==> src/rtl/spec_add_pkg.sv <==
// Shared definitions for the carry-speculative adder stage: FSM states,
// default geometry and the boundary-count helper.
package spec_add_pkg;

   typedef enum logic [1:0] {
      IDLE,
      EVAL,
      FIX,
      HOLD
   } state_t;

   localparam int DEF_WIDTH = 16;
   localparam int DEF_BLOCK = 4;

   function automatic int num_boundaries(input int width, input int block);
      return width / block - 1;
   endfunction

endpackage

==> src/rtl/spec_block_adder.sv <==
// Plain BLOCK-bit ripple adder used as one segment of the speculative sum.
module spec_block_adder
   import spec_add_pkg::*;
#(
   parameter int BLOCK = DEF_BLOCK
) (
   input  logic [BLOCK-1:0] a,
   input  logic [BLOCK-1:0] b,
   input  logic             cin,
   output logic [BLOCK-1:0] sum,
   output logic             cout
);

   assign {cout, sum} = {1'b0, a} + {1'b0, b} + {{BLOCK{1'b0}}, cin};

endmodule

==> src/rtl/spec_add_recovery.sv <==
// Variable-latency carry-speculative adder: 1-cycle speculative result, or an
// extra FIX cycle producing the exact sum when any block boundary mispredicts.
module spec_add_recovery
   import spec_add_pkg::*;
#(
   parameter int WIDTH = DEF_WIDTH,
   parameter int BLOCK = DEF_BLOCK,
   parameter int CNT_W = 8
) (
   input  logic             clk,
   input  logic             rst,
   input  logic             in_valid,
   output logic             in_ready,
   input  logic [WIDTH-1:0] a,
   input  logic [WIDTH-1:0] b,
   input  logic             cin,
   output logic             out_valid,
   input  logic             out_ready,
   output logic [WIDTH-1:0] sum,
   output logic             cout,
   output logic             corrected,
   output logic [CNT_W-1:0] err_count
);

   localparam int NBLK = num_boundaries(WIDTH, BLOCK) + 1;

   state_t state_q, state_d;

   logic [WIDTH-1:0] ra, rb;
   logic             rcin;

   logic [NBLK-1:0]  spec_ci;
   logic [NBLK-1:0]  spec_co;
   logic [NBLK-1:0]  mism;
   logic [WIDTH-1:0] spec_sum;
   logic [WIDTH:0]   exact;
   logic             err;

   logic accept, ld_spec, ld_fix, inc_err, drain;

   // Speculative path: each block guesses its carry-in from the generate of
   // the bit just below its boundary.
   for (genvar i = 0; i < NBLK; i++) begin : g_blk
      if (i == 0) begin : g_first
         assign spec_ci[i] = rcin;
      end else begin : g_rest
         assign spec_ci[i] = ra[BLOCK*i-1] & rb[BLOCK*i-1];
      end
      spec_block_adder #(.BLOCK(BLOCK)) u_blk (
         .a    (ra[BLOCK*i +: BLOCK]),
         .b    (rb[BLOCK*i +: BLOCK]),
         .cin  (spec_ci[i]),
         .sum  (spec_sum[BLOCK*i +: BLOCK]),
         .cout (spec_co[i])
      );
   end

   // True carry into each boundary from the exact sum of the bits below it.
   assign mism[0] = 1'b0;
   for (genvar k = 1; k < NBLK; k++) begin : g_bnd
      logic [BLOCK*k:0] part;
      assign part    = {1'b0, ra[BLOCK*k-1:0]} + {1'b0, rb[BLOCK*k-1:0]}
                     + {{(BLOCK*k){1'b0}}, rcin};
      assign mism[k] = spec_ci[k] ^ part[BLOCK*k];
   end

   assign err   = |mism;
   assign exact = {1'b0, ra} + {1'b0, rb} + {{WIDTH{1'b0}}, rcin};

   assign in_ready = (state_q == IDLE);

   always_comb begin
      state_d = state_q;
      accept  = 1'b0;
      ld_spec = 1'b0;
      ld_fix  = 1'b0;
      inc_err = 1'b0;
      drain   = 1'b0;
      case (state_q)
         IDLE: if (in_valid) begin
            accept  = 1'b1;
            state_d = EVAL;
         end
         EVAL: if (err) begin
            inc_err = 1'b1;
            state_d = FIX;
         end else begin
            ld_spec = 1'b1;
            state_d = HOLD;
         end
         FIX: begin
            ld_fix  = 1'b1;
            state_d = HOLD;
         end
         HOLD: if (out_ready) begin
            drain   = 1'b1;
            state_d = IDLE;
         end
         default: state_d = IDLE;
      endcase
   end

   always_ff @(posedge clk or posedge rst) begin
      if (rst) begin
         state_q   <= IDLE;
         ra        <= '0;
         rb        <= '0;
         rcin      <= 1'b0;
         out_valid <= 1'b0;
         sum       <= '0;
         cout      <= 1'b0;
         corrected <= 1'b0;
         err_count <= '0;
      end else begin
         state_q <= state_d;
         if (accept) begin
            ra   <= a;
            rb   <= b;
            rcin <= cin;
         end
         if (ld_spec) begin
            sum       <= spec_sum;
            cout      <= spec_co[NBLK-1];
            corrected <= 1'b0;
            out_valid <= 1'b1;
         end else if (ld_fix) begin
            sum       <= exact[WIDTH-1:0];
            cout      <= exact[WIDTH];
            corrected <= 1'b1;
            out_valid <= 1'b1;
         end else if (drain) begin
            out_valid <= 1'b0;
         end
         if (inc_err && err_count != '1)
            err_count <= err_count + 1'b1;
      end
   end

endmodule

==> config.mk <==
export PLATFORM = sky130hd
export DESIGN_NAME = spec_add_recovery
export DESIGN_NICKNAME = d
export VERILOG_FILES = /design/src/rtl/spec_add_pkg.sv /design/src/rtl/spec_block_adder.sv /design/src/rtl/spec_add_recovery.sv
export SDC_FILE = /design/constraint.sdc
export NUM_CORES = 1
export LEC_CHECK = 0
export BUFFER_PORTS_ARGS = -buffer_cell sky130_fd_sc_hd__buf_2
export CAP_MARGIN = 20
export CORE_AREA = 4 4 79 95
export DETAILED_ROUTE_END_ITERATION = 7
export DIE_AREA = 0 0 83 99
export HOLD_SLACK_MARGIN = 0.06
export PLACE_DENSITY = 0.81
export SLEW_MARGIN = 20
export SYNTH_ARGS = -nofsm -noshare
export SYNTH_HDL_FRONTEND = slang
export SYNTH_SLANG_ARGS = --single-unit
==> constraint.sdc <==
create_clock -name clk -period 3.76 [get_ports clk]
set_input_delay 0 -clock clk [delete_from_list [all_inputs] [get_ports clk]]
set_output_delay 0 -clock clk [all_outputs]
set_load 0.1 [all_outputs]
==> metrics.txt <==
status finished clean; Mean Syn Cell Area around 11 um^2; GRT Total Usage between 20 and 25%; WP data required around 4 ns; Worst Path Arrival about 3.3 ns; io pins 65; # Post-CTS Setup Buffers 0; pin slew with the least headroom to its limit 0.758 ns; Avg Vias per Cell 5.41; Seq/Total Area, Yosys between 40% and 50%; total congestion overflow 0; Yosys cell types 53; Layout Nets 487; min cycle time layout a little over 3 ns; ys async rst share between 90% and 100%; Design Area, Final 4510 um^2; Post-Syn Nets roughly 380; DP Area 3930 um^2; worst-path maximum fanout 13; Num CTS Buffers 9; cells after synthesis 319; DP HPWL between 5 and 6 mm; multi-input logic area 1840 um^2; Die Y between 90 and 100 um; drt drc 0; Top FF cell, synth dfrtp_1; final period utilization 80.9%; largest stage delay on the critical path 0.50 ns; initial antenna violation count 0; Worst path depth 12; sequence of cells on the critical path inv_1 -> fa_1 -> inv_1 -> fa_1 -> a21o_1 -> a21oi_4 -> nor3_2 -> o31a_1 -> o21ai_2 -> buf_4 -> nor2_1 -> a211oi_2; setup tns final 0 ns; number of port buffers 64; drt total wl 7.80 mm; Synth Register Bits 62; r2r worst-path depth 12; maxcap violations 0; Initial Util between 50 and 60%; RePlAce Congestion 0.871; number of synthesized flops with an enable pin 0; antenna diode count 0; CTS Root Cell clkbuf_8; Max-slew headroom between 40 and 50%; Synthesis Warnings 0; Crit path max-delay family compound AO/OA/AOI/OAI gates; Post-Synthesis Cell Area around 3500 um^2; setup violators final 0; RSZ-0062 raised after global routing no; clk_skew about 0.0078 ns; vias in the first global route around 2900; die area approximately 8200 um^2; depth of the worst hold-timing path 4; Buf/Inv on CP 3; CTS tree done; Setup crit start kind flip-flop; row cnt 32; first drt pass iteration count 4; Reg area roughly 1600 um^2; CP Class reg2reg; post-route ant nets 0; largest net degree at the start of global routing between 60 and 70; Layout fillers about 500; worst min path class in2reg; Reg clk slew, reported paths ~0.070 ns; core area 6490 um^2; total number of vias ~2800; htree depth 3; fin. max-slew vios 0; die extent in x 83 um; Crit. End Element flip-flop; fraction of layout cells with a size suffix above 1 a little over 30%; Layout area overhead 27.6%; fmax about 330 MHz; Final Hold Vio Count 0; CTS Sinks between 60 and 70; Initial DRC Count 164; first-pass GRT wire length approximately 13 mm; Critical-path top delay cell o21ai_2; CTS Buffer Depth 2; Avg WL per Cell between 15 and 20 um; Clk Latency, worst-skew pair 0.34 ns
## per-layer routing
layer | vias to the layer above | GRT usage (%) | share of wire [%]
met2 | 60 | 35.7 | 54
met4 | 0 | 10.6 | 2.9
li1 | 1335 | - | -
met1 | 1356 | 22.9 | 39
met5 | - | 0 | 0
met3 | 19 | 3.76 | 3.8
## Yosys cell counts (3+ instances only)
master,number,area [um^2]
xnor2_1,7,61.3
buf_1,3,11.3
a21oi_1,20,100
mux2_2,35,394
fa_1,8,160
inv_1,20,75.1
buf_2,4,20.0
nor2b_1,3,18.8
nand3_1,7,35.0
nand2b_1,4,25.0
o221ai_1,3,26.3
ha_1,20,250
nand2_1,20,75.1
a211oi_1,5,37.5
nor2_1,19,71.3
nand4_1,3,18.8
a21o_1,6,45.0
dfrtp_1,62,1550
xor2_1,10,87.6
nor3_1,3,15.0
o21ai_0,11,55.1
o21a_1,4,30.0
a31oi_1,3,18.8
mux2i_1,3,30.0
## cells in the final DEF, fill, tap and decap left out, types with 2 or more instances in the layout
cell	Yosys	final
buf_2	4	64
dfrtp_1	62	62
mux2_2	35	35
dlygate4sd3_1	0	35
nand2_1	20	20
a21oi_1	20	20
ha_1	20	20
inv_1	20	19
nor2_1	19	19
clkbuf_8	0	12
o21ai_0	11	11
xor2_1	10	10
fa_1	8	8
nand3_1	7	7
xnor2_1	7	7
a21o_1	6	6
a211oi_1	5	5
o21a_1	4	4
nand2b_1	4	4
buf_4	1	4
nor2b_1	3	3
nand4_1	3	3
nor3_1	3	3
a31oi_1	3	3
o221ai_1	3	3
mux2i_1	3	3
o211ai_1	2	2
a211o_1	2	2
o21bai_1	2	2
o32a_1	2	2
a21o_2	2	2
or2_2	2	2
bufinv_16	0	2
## cell type report
type                       instances  share of cell area (%)
inverter                          21                    1.75
clock buffer                      13                    3.74
multi-input combinational        225                    40.8
sequential                        62                    34.4
timing repair buffer             103                    15.5
clock inverter                     3                    1.44
tap                               85                    2.36
## worst min-delay path: stages
cell and delay (ns):
buf_2 0.10, inv_1 0.04, a21oi_1 0.09, o21ai_0 0.15
## worst paths after layout
check                                from          to  slack, ns
worst max-delay path                rb[0]      sum[7]       0.72
worst min-delay path             in_valid  state_q[1]       0.08
worst max register to register      rb[0]      sum[7]       0.72
worst min register to register  out_valid   out_valid       0.48
max in group asynchronous             rst       rb[5]       2.83
min in group asynchronous             rst       ra[2]       0.44
## state kept, by name (all words and copies together), names as in the netlist
signal	count
err_count	8
rcin	1
state_q	2
rb	16
out_valid	1
ra	16
sum	16
corrected	1
cout	1
## through the flow
step	cells	hold WS [ns]	setup WS, ns	utilization, %
2_1_floorplan	319	0.151	1.02	-
3_3_place_gp	461	0.233	0.792	60.5
3_5_place_dp	461	0.235	0.730	60.5
4_1_cts	512	0.0713	0.716	69.5
5_1_grt	512	0.137	0.503	69.5
6_report	512	0.0778	0.719	69.5
## what timing repair did
item / 4_1_cts / 5_1_grt
hold buffers: 35 / 0
endpoints found under the hold margin: 96 / 0
resized for setup: 0 / 0
## kinds of logic after synthesis
family	share of synthesized area [%]
buf+inv	4.07
mux	12.0
fa+ha+maj	11.6
xor+xnor	4.21
compound gates	15.4
flops	43.9
simple gates	8.78
Power is left out: the tool's default activity adds up to more than one toggle a clock period on the data nets, which glitch-free logic cannot reach.
